==> config.mk <==
export PLATFORM = sky130hd
export DESIGN_NAME = i2s_tx_fifo
export DESIGN_NICKNAME = d
export VERILOG_FILES = /design/src/rtl/i2s_tx_fifo.sv
export SDC_FILE = /design/constraint.sdc
export NUM_CORES = 1
export LEC_CHECK = 0
export BUFFER_PORTS_ARGS = -buffer_cell sky130_fd_sc_hd__clkbuf_2
export CORE_MARGIN = 1
export CORE_UTILIZATION = 50
export DETAILED_ROUTE_END_ITERATION = 6
export PLACE_DENSITY = 0.68
export RECOVER_POWER = 50
export SETUP_SLACK_MARGIN = 0.3
export SYNTH_ARGS = -nofsm -noshare
export SYNTH_HDL_FRONTEND = slang
export SYNTH_SLANG_ARGS = --single-unit
==> constraint.sdc <==
create_clock -name clk -period 16 [get_ports clk]
set_input_delay 0.8 -clock clk [delete_from_list [all_inputs] [get_ports clk]]
set_output_delay 0.8 -clock clk [all_outputs]
set_load 0.005 [all_outputs]
==> src/rtl/i2s_tx_fifo.sv <==
// Stereo sample FIFO feeding the I2S transmitter: one {left,right} pair popped per frame,
// with level/watermark reporting and sticky underrun/overflow status for the register block.
module i2s_tx_fifo #(
    parameter int DEPTH = 8,
    parameter int AW    = $clog2(DEPTH)
) (
    input  logic          clk,
    input  logic          rst,
    input  logic          flush,
    input  logic          wr_valid,
    input  logic [31:0]   wr_left,
    input  logic [31:0]   wr_right,
    output logic          wr_ready,
    input  logic          data_rqst,
    output logic [31:0]   data_left,
    output logic [31:0]   data_right,
    output logic [AW:0]   level,
    input  logic [AW:0]   thresh,
    output logic          low_irq,
    output logic          underrun,
    output logic          overflow,
    input  logic          status_clr
);

    localparam logic [AW:0] FULL_LEVEL = (AW+1)'(DEPTH);

    logic [63:0]   mem_q [DEPTH];
    logic [AW-1:0] wr_ptr_q, wr_ptr_d;
    logic [AW-1:0] rd_ptr_q, rd_ptr_d;
    logic [AW:0]   level_q, level_d;
    logic [31:0]   data_left_q, data_left_d;
    logic [31:0]   data_right_q, data_right_d;
    logic          underrun_q, underrun_d;
    logic          overflow_q, overflow_d;
    logic          full, empty, push, pop;
    logic [63:0]   head;

    // Full/empty come from the pre-operation level, so a same-cycle pop never rescues a write.
    assign full  = (level_q == FULL_LEVEL);
    assign empty = (level_q == '0);
    assign push  = wr_valid && !full && !flush;
    assign pop   = data_rqst && !empty && !flush;
    assign head  = mem_q[rd_ptr_q];

    always_comb begin
        wr_ptr_d     = wr_ptr_q;
        rd_ptr_d     = rd_ptr_q;
        level_d      = level_q;
        data_left_d  = data_left_q;
        data_right_d = data_right_q;
        if (flush) begin
            wr_ptr_d     = '0;
            rd_ptr_d     = '0;
            level_d      = '0;
            data_left_d  = '0;
            data_right_d = '0;
        end else begin
            if (push) begin
                wr_ptr_d = wr_ptr_q + AW'(1);
            end
            if (pop) begin
                rd_ptr_d     = rd_ptr_q + AW'(1);
                data_left_d  = head[63:32];
                data_right_d = head[31:0];
            end else if (data_rqst) begin
                data_left_d  = '0;
                data_right_d = '0;
            end
            case ({push, pop})
                2'b10:   level_d = level_q + (AW+1)'(1);
                2'b01:   level_d = level_q - (AW+1)'(1);
                default: level_d = level_q;
            endcase
        end
    end

    // A set condition in the same cycle as status_clr wins; flush suppresses both sets.
    always_comb begin
        underrun_d = underrun_q && !status_clr;
        overflow_d = overflow_q && !status_clr;
        if (!flush && data_rqst && empty) begin
            underrun_d = 1'b1;
        end
        if (!flush && wr_valid && full) begin
            overflow_d = 1'b1;
        end
    end

    always_ff @(posedge clk) begin
        if (rst) begin
            wr_ptr_q     <= '0;
            rd_ptr_q     <= '0;
            level_q      <= '0;
            data_left_q  <= '0;
            data_right_q <= '0;
            underrun_q   <= 1'b0;
            overflow_q   <= 1'b0;
        end else begin
            wr_ptr_q     <= wr_ptr_d;
            rd_ptr_q     <= rd_ptr_d;
            level_q      <= level_d;
            data_left_q  <= data_left_d;
            data_right_q <= data_right_d;
            underrun_q   <= underrun_d;
            overflow_q   <= overflow_d;
        end
    end

    always_ff @(posedge clk) begin
        if (push && !rst) begin
            mem_q[wr_ptr_q] <= {wr_left, wr_right};
        end
    end

    assign wr_ready   = !full;
    assign low_irq    = (level_q <= thresh);
    assign level      = level_q;
    assign data_left  = data_left_q;
    assign data_right = data_right_q;
    assign underrun   = underrun_q;
    assign overflow   = overflow_q;

endmodule

==> impl_metrics.tcl, run 1 <==
set metrics [dict create \
    outcome "finished, violations left" \
    violations "max-capacitance violations, max-slew violations" \
    areaGrowthSynthToFinish_pct 13.3 \
    max-slew-margin-rel -2.30 \
    coreArea_um2 44600 \
    postCtsSetupRepairBufs 0 \
    tritoncts "yes" \
    antenna_found_initial 3 \
    numCtsBuffers 58 \
    required_ns 16.26 \
    crit_path_frequent_cell "clkbuf_1" \
    cts_max_level 2 \
    cp_data_arrival_time_ns 5.06 \
    cts_num_sinks 591 \
    synth-edff-count 512 \
    die_h_um 216 \
    cts_resized 0 \
    syn_area_um2 22800 \
    grt_pass1_wl_mm 72.8 \
    slowest_delay_ns 3.45 \
    layout-drive-gt1-share 0.219 \
    crit_fanout 75 \
    final.min_clock_period_ns 4.80 \
    fin_cells 2011 \
    io_buffers 145 \
    maxSlewViolCount 118 \
    cts.clk_slew.worst_paths_ns 0.06 \
    drc 0 \
    stdcell_area_um2 25900 \
    final_cell_mix "edfxtp_1 (512), mux2i_1 (130), clkbuf_1 (102)" \
    ys_seq_area_frac 0.743 \
    syn_area_per_cell_um2 18.8 \
    die-width_um 216 \
    cp-end-kind "register" \
    drv_cap 2 \
    synth_cell_types 45 \
    rsz0062_at_grt "false" \
    ir_drop_v 0.0000776 \
    syn-instance-count 1214 \
    synthArstFlopShare 0 \
    die-area_um2 46500 \
    synth_seq_cells 591 \
    max_slew.worst_pin.slew_ns 4.94 \
    drtIter0Drc 877 \
    clock_latency_ns 0.60 \
    nets 1452 \
    totalWireLength_mm 48.2 \
    synth_nets 1297 \
    final_common_cell "edfxtp_1" \
    io_pins 146 \
    grt_pass1_vias 11900 \
    synthFlopType "edfxtp_1" \
    num_rows 77 \
    grt.overflow.total 0 \
    hold_viol 0 \
    place_hpwl_mm 24.7 \
    worstPathCellList "clkbuf_1 -> or2_2 -> clkbuf_1 -> nor2_1" \
    placedCellCount 1901 \
    gp_congestion 0.731 \
    clockBufferDepth 3 \
    tns_ns 0 \
    p_leak_nw 7.70 \
    ys_warn_count 0 \
    start_util 0.512 \
    firstDrtPassIters 5 \
    dr_total_vias 11600 \
    slowest_stage "clkbuf_1" \
    finalSetupViolCount 0 \
    clock_skew_ns 0.0159 \
    crit_type "in2reg" \
    cp_num_buf_inv 2 \
    start_kind "primary input" \
    p_per_area_nw_per_um2 119 \
    timing.final.ws_setup_ns 11.20 \
    max_freq_ghz 0.208 \
    finalCritPeriodShare 0.300 \
    root_buffer "clkbuf_16" \
    placed_area_um2 24000 \
    wire_per_inst_um 24.0 \
    ant_nets 0 \
    gr-usage-all-layers 0.211 \
    hold_class "reg2reg" \
    post-place-ws_ns 12.34 \
    path_delay_family "buffers and inverters" \
    grt_max_degree 76 \
    viasPerCell 5.75 \
    ctsHoldBuffers 0 \
]
[through the flow]
step,utilization,power [W],hold slack (ns)
6_report,0.580,0.00309,0.466
3_5_place_dp,0.539,0.00177,0.459
2_1_floorplan,-,0.00174,0.462
4_1_cts,0.582,0.00312,0.437
5_1_grt,0.579,0.00318,0.486
3_3_place_gp,0.539,0.00177,0.454
[kinds of logic (layout without fill, tap and decap cells)]
family | after synthesis | in the layout | share of synthesized area
flip-flops | 591 | 591 | 0.743
XOR/XNOR | 5 | 5 | 0.00192
adder cells (fa/ha/maj) | 9 | 9 | 0.00493
AND/OR/NAND/NOR | 139 | 139 | 0.0363
multiplexers | 194 | 194 | 0.120
other | 0 | 1 | 0
AO/OA/AOI/OAI | 194 | 194 | 0.0703
buffers and inverters | 82 | 286 | 0.0231
[layout make-up]
type / count / area, um2
diodes: 1 / 2.50
clock buffers: 86 / 1720
clock inverters: 23 / 203
fillers: 3356 / 18800
inverters: 7 / 26.3
multi-input cells: 541 / 5390
flip-flops and latches: 591 / 17000
well taps: 592 / 741
repair buffers: 170 / 800
[where the power goes]
group          internal, W  leakage, nW  switching [W]
sequential         0.00168         5.25     0.00000281
clock             0.000803        0.942       0.000548
combinational    0.0000166         1.51      0.0000385
total              0.00250         7.70       0.000589
[per-layer routing]
metal	global-route usage	share of wire	vias up	routed length, um
met5	0	0.00052	-	25
met1	0.292	0.43	6006	20800
met4	0.0560	0.018	4	845
met2	0.343	0.49	319	23600
met3	0.0405	0.060	59	2920
li1	-	-	5166	-
[synthesized netlist by cell type (18+ instances only)]
| master | instances | area (um2) |
|---|---|---|
| edfxtp_1 | 512 | 15400 |
| mux2i_1 | 130 | 1300 |
| dfxtp_1 | 79 | 1580 |
| nand2b_1 | 78 | 488 |
| a21oi_1 | 70 | 350 |
| mux4_2 | 62 | 1400 |
| a22oi_2 | 33 | 413 |
| o211ai_2 | 33 | 413 |
| a22oi_1 | 31 | 233 |
| buf_2 | 31 | 155 |
| clkbuf_1 | 20 | 75.1 |
| o211ai_1 | 18 | 135 |
[final timing paths]
| path | depth (start not counted) | to | slack (ns) | startpoint |
|---|---|---|---|---|
| hold / removal | 2 | data_right[3]$_SDFFE_PP0P_ | 0.47 | data_right[3]$_SDFFE_PP0P_ |
| hold reg to reg | 2 | data_right[3]$_SDFFE_PP0P_ | 0.47 | data_right[3]$_SDFFE_PP0P_ |
| setup reg to reg | 6 | data_left[1]$_SDFFE_PP0P_ | 12.47 | register |
| setup / recovery | 4 | rd_ptr_q[1]$_SDFFE_PP0P_ | 11.20 | rst |
[worst register-to-register path, stage by stage (launching register included)]
cell	delay, ns
dfxtp_4	0.68
buf_4	0.76
buf_4	0.90
mux4_2	0.48
nand2b_1	0.15
nand3_1	0.13
a21oi_1	0.09
[state kept, by name (all words and copies together), names as in the netlist, named ones only]
register / count
mem_q: 512
data_left: 32
data_right: 32
level: 4
rd_ptr_q: 3
wr_ptr_q: 3
overflow: 1
underrun: 1
Note: power is estimated with default switching activity, not from simulation.
==> run 2: changes to the inputs <==
--- a/config.mk
+++ b/config.mk
@@ -9,7 +9,7 @@
 export CORE_MARGIN = 1
 export CORE_UTILIZATION = 50
 export DETAILED_ROUTE_END_ITERATION = 6
-export PLACE_DENSITY = 0.68
+export PLACE_DENSITY = 0.7
 export RECOVER_POWER = 50
 export SETUP_SLACK_MARGIN = 0.3
 export SYNTH_ARGS = -nofsm -noshare
==> constraint.sdc (replaced) <==
create_clock -name clk -period 4.1 [get_ports clk]
set_input_delay 0.205 -clock clk [delete_from_list [all_inputs] [get_ports clk]]
set_output_delay 0.205 -clock clk [all_outputs]
set_load 0.005 [all_outputs]
==> run 2 against run 1 <==
Compared with the run above: the flow now finishes without violations; via count up 1.5%; core utilization up 1.7 points; design area up 3.0%; hold slack worse by 0.43 ns; clock power rose to 3.8 times the previous value; non-clock buffer count up 74; combinational power rose to 4.9 times the previous value; sequential cell count unchanged; clock skew down 0.0083 ns.
==> impl_metrics.tcl, run 2 (synthesis gave the netlist of run 1 again) <==
set metrics [dict create \
    final.min_clock_period_ns 2.68 \
    r2r_slack_ns 1.42 \
    maxSlewViolCount 0 \
    min_from "flush" \
    coreArea_um2 44600 \
    placedCellCount 1907 \
    grt.overflow.total 0 \
    die-width_um 216 \
    hold_viol 0 \
    start_util 0.512 \
    crit_fanout 10 \
    ctsHoldBuffers 68 \
    crit_type "reg2reg" \
    largest_reg_flops 512 \
    areaGrowthSynthToFinish_pct 16.7 \
    reg2reg_depth 9 \
    cp_data_arrival_time_ns 3.20 \
    finalPower_w 0.0120 \
    final_cell_mix "edfxtp_1 (512), mux2i_1 (130), clkbuf_1 (115)" \
    cts_max_level 2 \
    dr_total_vias 11700 \
    numCtsBuffers 58 \
    fillers 3290 \
    p_per_area_nw_per_um2 450 \
    p_leak_nw 8.01 \
    hold_depth 4 \
    outcome "finished, final reports clean" \
    gr-usage-all-layers 0.205 \
    drv_cap 0 \
    drtIter0Drc 837 \
    r2r-start "level[1]$_SDFFE_PP0P_" \
    gp_congestion 0.738 \
    hold_class "in2reg" \
    finalSetupViolCount 0 \
    max_freq_ghz 0.373 \
    firstDrtPassIters 5 \
    max_slew.worst_pin.slew_ns 1.10 \
    multi_input_area_um2 5440 \
    clock_skew_ns 0.00768 \
    grt_pass1_wl_mm 71.9 \
    viasPerCell 5.63 \
    io_pins 146 \
    num_rows 77 \
    regMostFlops "mem_q" \
    layout-drive-gt1-share 0.209 \
    finalCritPeriodShare 0.654 \
    wire_per_inst_um 22.5 \
    r2r-end "level[2]$_SDFFE_PP0P_" \
    clock_latency_ns 0.60 \
    totalWireLength_mm 46.8 \
    cts_num_sinks 591 \
    fin_cells 2084 \
    tritoncts "yes" \
    die_h_um 216 \
    ant_nets 0 \
    die-area_um2 46500 \
    cts_resized 0 \
    nets 1526 \
    root_buffer "clkbuf_16" \
    antenna_found_initial 3 \
    io_buffers 145 \
    hold-path-endpoint "level[3]$_SDFFE_PP0P_" \
    grt_max_degree 76 \
    max-slew-margin-rel 0.264 \
    postCtsSetupRepairBufs 0 \
    final_common_cell "edfxtp_1" \
    cp-end-kind "register" \
    ir_drop_v 0.000278 \
    start_kind "register" \
    register_area_um2 17000 \
    cts.clk_slew.worst_paths_ns 0.06 \
    grt_pass1_vias 12200 \
    whs_ns 0.0334 \
    required_ns 4.62 \
    rsz0062_at_grt "false" \
    place_hpwl_mm 25.6 \
    clockBufferDepth 3 \
    drc 0 \
]
-- run 2: cell types whose count changed in the layout (fill, tap and decap cells not counted), moves of 2 or more --
cell           before  now
nor3_4              0    4
buf_12              0    6
clkbuf_16          61   59
clkbuf_2           60   49
clkinv_2            5   11
clkbuf_1          102  115
buf_1               0    2
nor3_2              4    0
nor4_2              3    1
buf_4              23   25
clkinv_1           13    2
nor4_4              0    2
dlygate4sd3_1       0   68
-- run 2: power breakdown --
part / internal (W) / switching, W / total, W
Clock: 0.00300 / 0.00214 / 0.00514
Sequential: 0.00655 / 0.0000101 / 0.00656
Combinational: 0.000107 / 0.000162 / 0.000270
-- run 2: how the worst max path moves through the flow --
| stage | from | end | slack, ns | cells after the start |
|---|---|---|---|---|
| CTS | level[1]$_SDFFE_PP0P_ | level[3]$_SDFFE_PP0P_ | 1.41 | 8 |
| floorplan | level[1]$_SDFFE_PP0P_ | mem_q[1][0]$_DFFE_PP_ | -0.91 | 5 |
| global placement | register | data_left[15]$_SDFFE_PP0P_ | 1.56 | 5 |
| finish | level[1]$_SDFFE_PP0P_ | level[2]$_SDFFE_PP0P_ | 1.42 | 9 |
| detailed placement | level[1]$_SDFFE_PP0P_ | level[3]$_SDFFE_PP0P_ | 1.42 | 8 |
| global route | level[1]$_SDFFE_PP0P_ | level[2]$_SDFFE_PP0P_ | 1.19 | 9 |
-- run 2: layer usage --
| layer | global-route usage | up-vias | share of wire |
|---|---|---|---|
| li1 | - | 5303 | - |
| met1 | 0.282 | 6026 | 0.43 |
| met2 | 0.337 | 337 | 0.49 |
| met3 | 0.0365 | 58 | 0.061 |
| met4 | 0.0551 | 2 | 0.016 |
| met5 | 0 | - | 0.00028 |
-- run 2: final cells by class --
cell class,count,area share
inverter,7,0.000987
sequential,591,0.637
clock inverter,19,0.00672
antenna,1,0.0000940
tap,592,0.0278
timing repair buffer,244,0.0599
clock buffer,89,0.0631
multi-input combinational,541,0.204
-- run 2: per-stage QoR --
step / instance area [um2] / utilization / setup WS (ns) / setup TNS [ns]
after global placement: 24200 / 0.543 / 1.56 / 0
after CTS: 26700 / 0.600 / 1.41 / 0
after global routing: 26600 / 0.597 / 1.19 / 0
final: 26600 / 0.597 / 1.42 / 0
after floorplan: 22900 / - / -0.910 / -116.44
after detailed placement: 24200 / 0.543 / 1.42 / 0
-- run 2: worst max-delay path: stages, from the launching register on --
cell and delay [ns]:
dfxtp_1 0.41, or4b_1 0.66, nand2_1 0.23, ha_1 0.29, xor2_1 0.17, ha_1 0.16, a21oi_1 0.05, xor2_1 0.17
or3_1 0.31, a21oi_1 0.15
==> run 3: changes to the inputs <==
--- a/config.mk
+++ b/config.mk
@@ -9,7 +9,7 @@
 export CORE_MARGIN = 1
 export CORE_UTILIZATION = 50
 export DETAILED_ROUTE_END_ITERATION = 6
-export PLACE_DENSITY = 0.7
+export PLACE_DENSITY = 0.68
 export RECOVER_POWER = 50
 export SETUP_SLACK_MARGIN = 0.3
 export SYNTH_ARGS = -nofsm -noshare
==> constraint.sdc (replaced) <==
create_clock -name clk -period 2.5 [get_ports clk]
set_input_delay 0.125 -clock clk [delete_from_list [all_inputs] [get_ports clk]]
set_output_delay 0.125 -clock clk [all_outputs]
set_load 0.005 [all_outputs]
==> run 3 against run 2 <==
Compared with the run above: first-iteration DRC count shrank 14%; critical path type unchanged; setup slack lost 1.2 ns; design area grew 0.66%; largest cell class unchanged; clock skew grew 0.014 ns; sequential share of layout area shrank 0.37 points; clock power grew 54%; critical endpoint is now level[3]$_SDFFE_PP0P_; final cell count grew 0.67%.
==> impl_metrics.tcl, run 3 (synthesis gave the netlist of run 1 again) <==
set metrics [dict create \
    clockPowerShare 0.413 \
    use_met3 0.0378 \
    combPwrFrac 0.024 \
    multi_input_area_um2 5510 \
    ir_drop_v 0.000561 \
    top_usage_layer "met2" \
    coreArea_um2 44600 \
    outcome "finished, final reports clean" \
    viasPerCell 5.59 \
    grt_use_met1 0.274 \
    clock_skew_ns 0.0220 \
    wire_per_inst_um 22.5 \
    gr-usage-all-layers 0.205 \
    r2r_slack_ns 0.24 \
    register_area_um2 17000 \
    nets 1539 \
    required_ns 3.05 \
    path_delay_family "simple AND/OR/NAND/NOR gates" \
    totalWireLength_mm 47.2 \
    cp_num_buf_inv 0 \
    drv_cap 0 \
    drtIter0Drc 722 \
    grt.overflow.total 0 \
    fillers 3310 \
    start_util 0.512 \
    max_slew.worst_pin.slew_ns 1.17 \
    grt_pass1_vias 12000 \
    cp-end-kind "register" \
    ant_nets 0 \
    cp_data_arrival_time_ns 2.80 \
    largest_reg_flops 512 \
    fin_cells 2098 \
    grt_use_met2 0.345 \
    max_freq_ghz 0.443 \
    p_sw_frac 0.197 \
    antenna_found_initial 5 \
    max-slew-margin-rel 0.217 \
    io_buffers 145 \
    firstDrtPassIters 4 \
    cts_max_level 2 \
    finalCritPeriodShare 0.902 \
    crit_fanout 7 \
    final_common_cell "edfxtp_1" \
    layout-drive-gt1-share 0.216 \
    regMostFlops "mem_q" \
    die-width_um 216 \
    p_per_area_nw_per_um2 713 \
    crit_type "reg2reg" \
    p_leak_nw 8.03 \
    rsz0062_at_grt "true" \
    slowest_stage "or4b_1" \
    grt_pass1_wl_mm 71.8 \
    hold_viol 0 \
    areaGrowthSynthToFinish_pct 17.4 \
    cts.clk_slew.worst_paths_ns 0.06 \
    die-area_um2 46500 \
    dr_total_vias 11700 \
    internal_power_w 0.0154 \
    gp_congestion 0.741 \
    drc 0 \
    placed_area_um2 24400 \
    numCtsBuffers 57 \
    clock_latency_ns 0.60 \
    start_kind "register" \
    cts_num_sinks 591 \
    p_sw_w 0.00376 \
    grt_max_degree 69 \
    worstPathCellList "or4b_1 -> nand2_4 -> ha_2 -> nor4bb_2 -> o21ai_1 -> a211o_1 -> nand2_1" \
    stdcell_area_um2 26800 \
    place_hpwl_mm 26.0 \
    final_cell_mix "edfxtp_1 (512), mux2i_1 (130), clkbuf_1 (118)" \
    tritoncts "yes" \
    die_h_um 216 \
    hold_class "in2reg" \
    root_buffer "clkbuf_16" \
    placedCellCount 1916 \
    final.min_clock_period_ns 2.26 \
    final_core_util 0.601 \
    clockBufferDepth 3 \
    finalSetupViolCount 0 \
    num_rows 77 \
    maxSlewViolCount 0 \
    p_seq_frac 0.563 \
    io_pins 146 \
    slowest_delay_ns 0.58 \
]
-- run 3: worst register-to-register path, delay by kind of cell (launching register included) --
kind	cells	cell delay [ns]
AOI/OAI and AO/OA	2	0.41
adders and majority gates	1	0.33
DFF	1	0.36
and+or+nand+nor	4	1.09
-- run 3: final timing paths --
kind	depth (start not counted)	to	startpoint
max reg2reg	7	level[3]$_SDFFE_PP0P_	level[0]$_SDFFE_PP0P_
min	5	wr_ptr_q[1]$_SDFFE_PP0P_	wr_valid
min reg2reg	2	data_right[10]$_SDFFE_PP0P_	data_right[10]$_SDFFE_PP0P_
max	7	level[3]$_SDFFE_PP0P_	level[0]$_SDFFE_PP0P_
-- run 3: what timing repair did --
item / in CTS / in global routing
endpoints found under the setup margin: 8 / 68
pin swaps: 3 / 3
gates resized for setup: 7 / 11
hold endpoints to repair: 515 / 0
setup buffers: 3 / 2
hold buffers: 68 / 0
cloned: 0 / 0
-- run 3: area by class of cell --
cell class	count	area share
flip-flops and latches	591	0.633
multi-input cells	541	0.206
repair buffers	258	0.0683
clock buffers	81	0.0581
well taps	592	0.0276
clock inverters	24	0.00551
inverters	7	0.000980
diodes	4	0.000373
-- run 3: per-layer routing --
metal,wire [um],vias to the layer above
met1,20300,6044
met4,906,2
li1,-,5343
met5,10,-
met3,2330,62
met2,23600,269
-- run 3: metrics by stage --
step	hold WS (ns)	setup TNS (ns)	total power (W)	setup WS (ns)
floorplan	0.197	-221.30	0.0111	-0.878
global placement	0.396	0	0.0113	0.220
detailed placement	0.407	0	0.0114	0.207
CTS	0.0419	0	0.0193	0.302
global route	0.109	0	0.0197	0.161
finish	0.0683	0	0.0191	0.245
-- run 3: power groups by stage --
stage / clock, W / combinational (W) / sequential, W
2_1_floorplan: 0 / 0.000153 / 0.0110
3_5_place_dp: 0 / 0.000383 / 0.0110
4_1_cts: 0.00803 / 0.000480 / 0.0108
5_1_grt: 0.00842 / 0.000503 / 0.0108
6_report: 0.00789 / 0.000464 / 0.0108
3_3_place_gp: 0 / 0.000367 / 0.0110
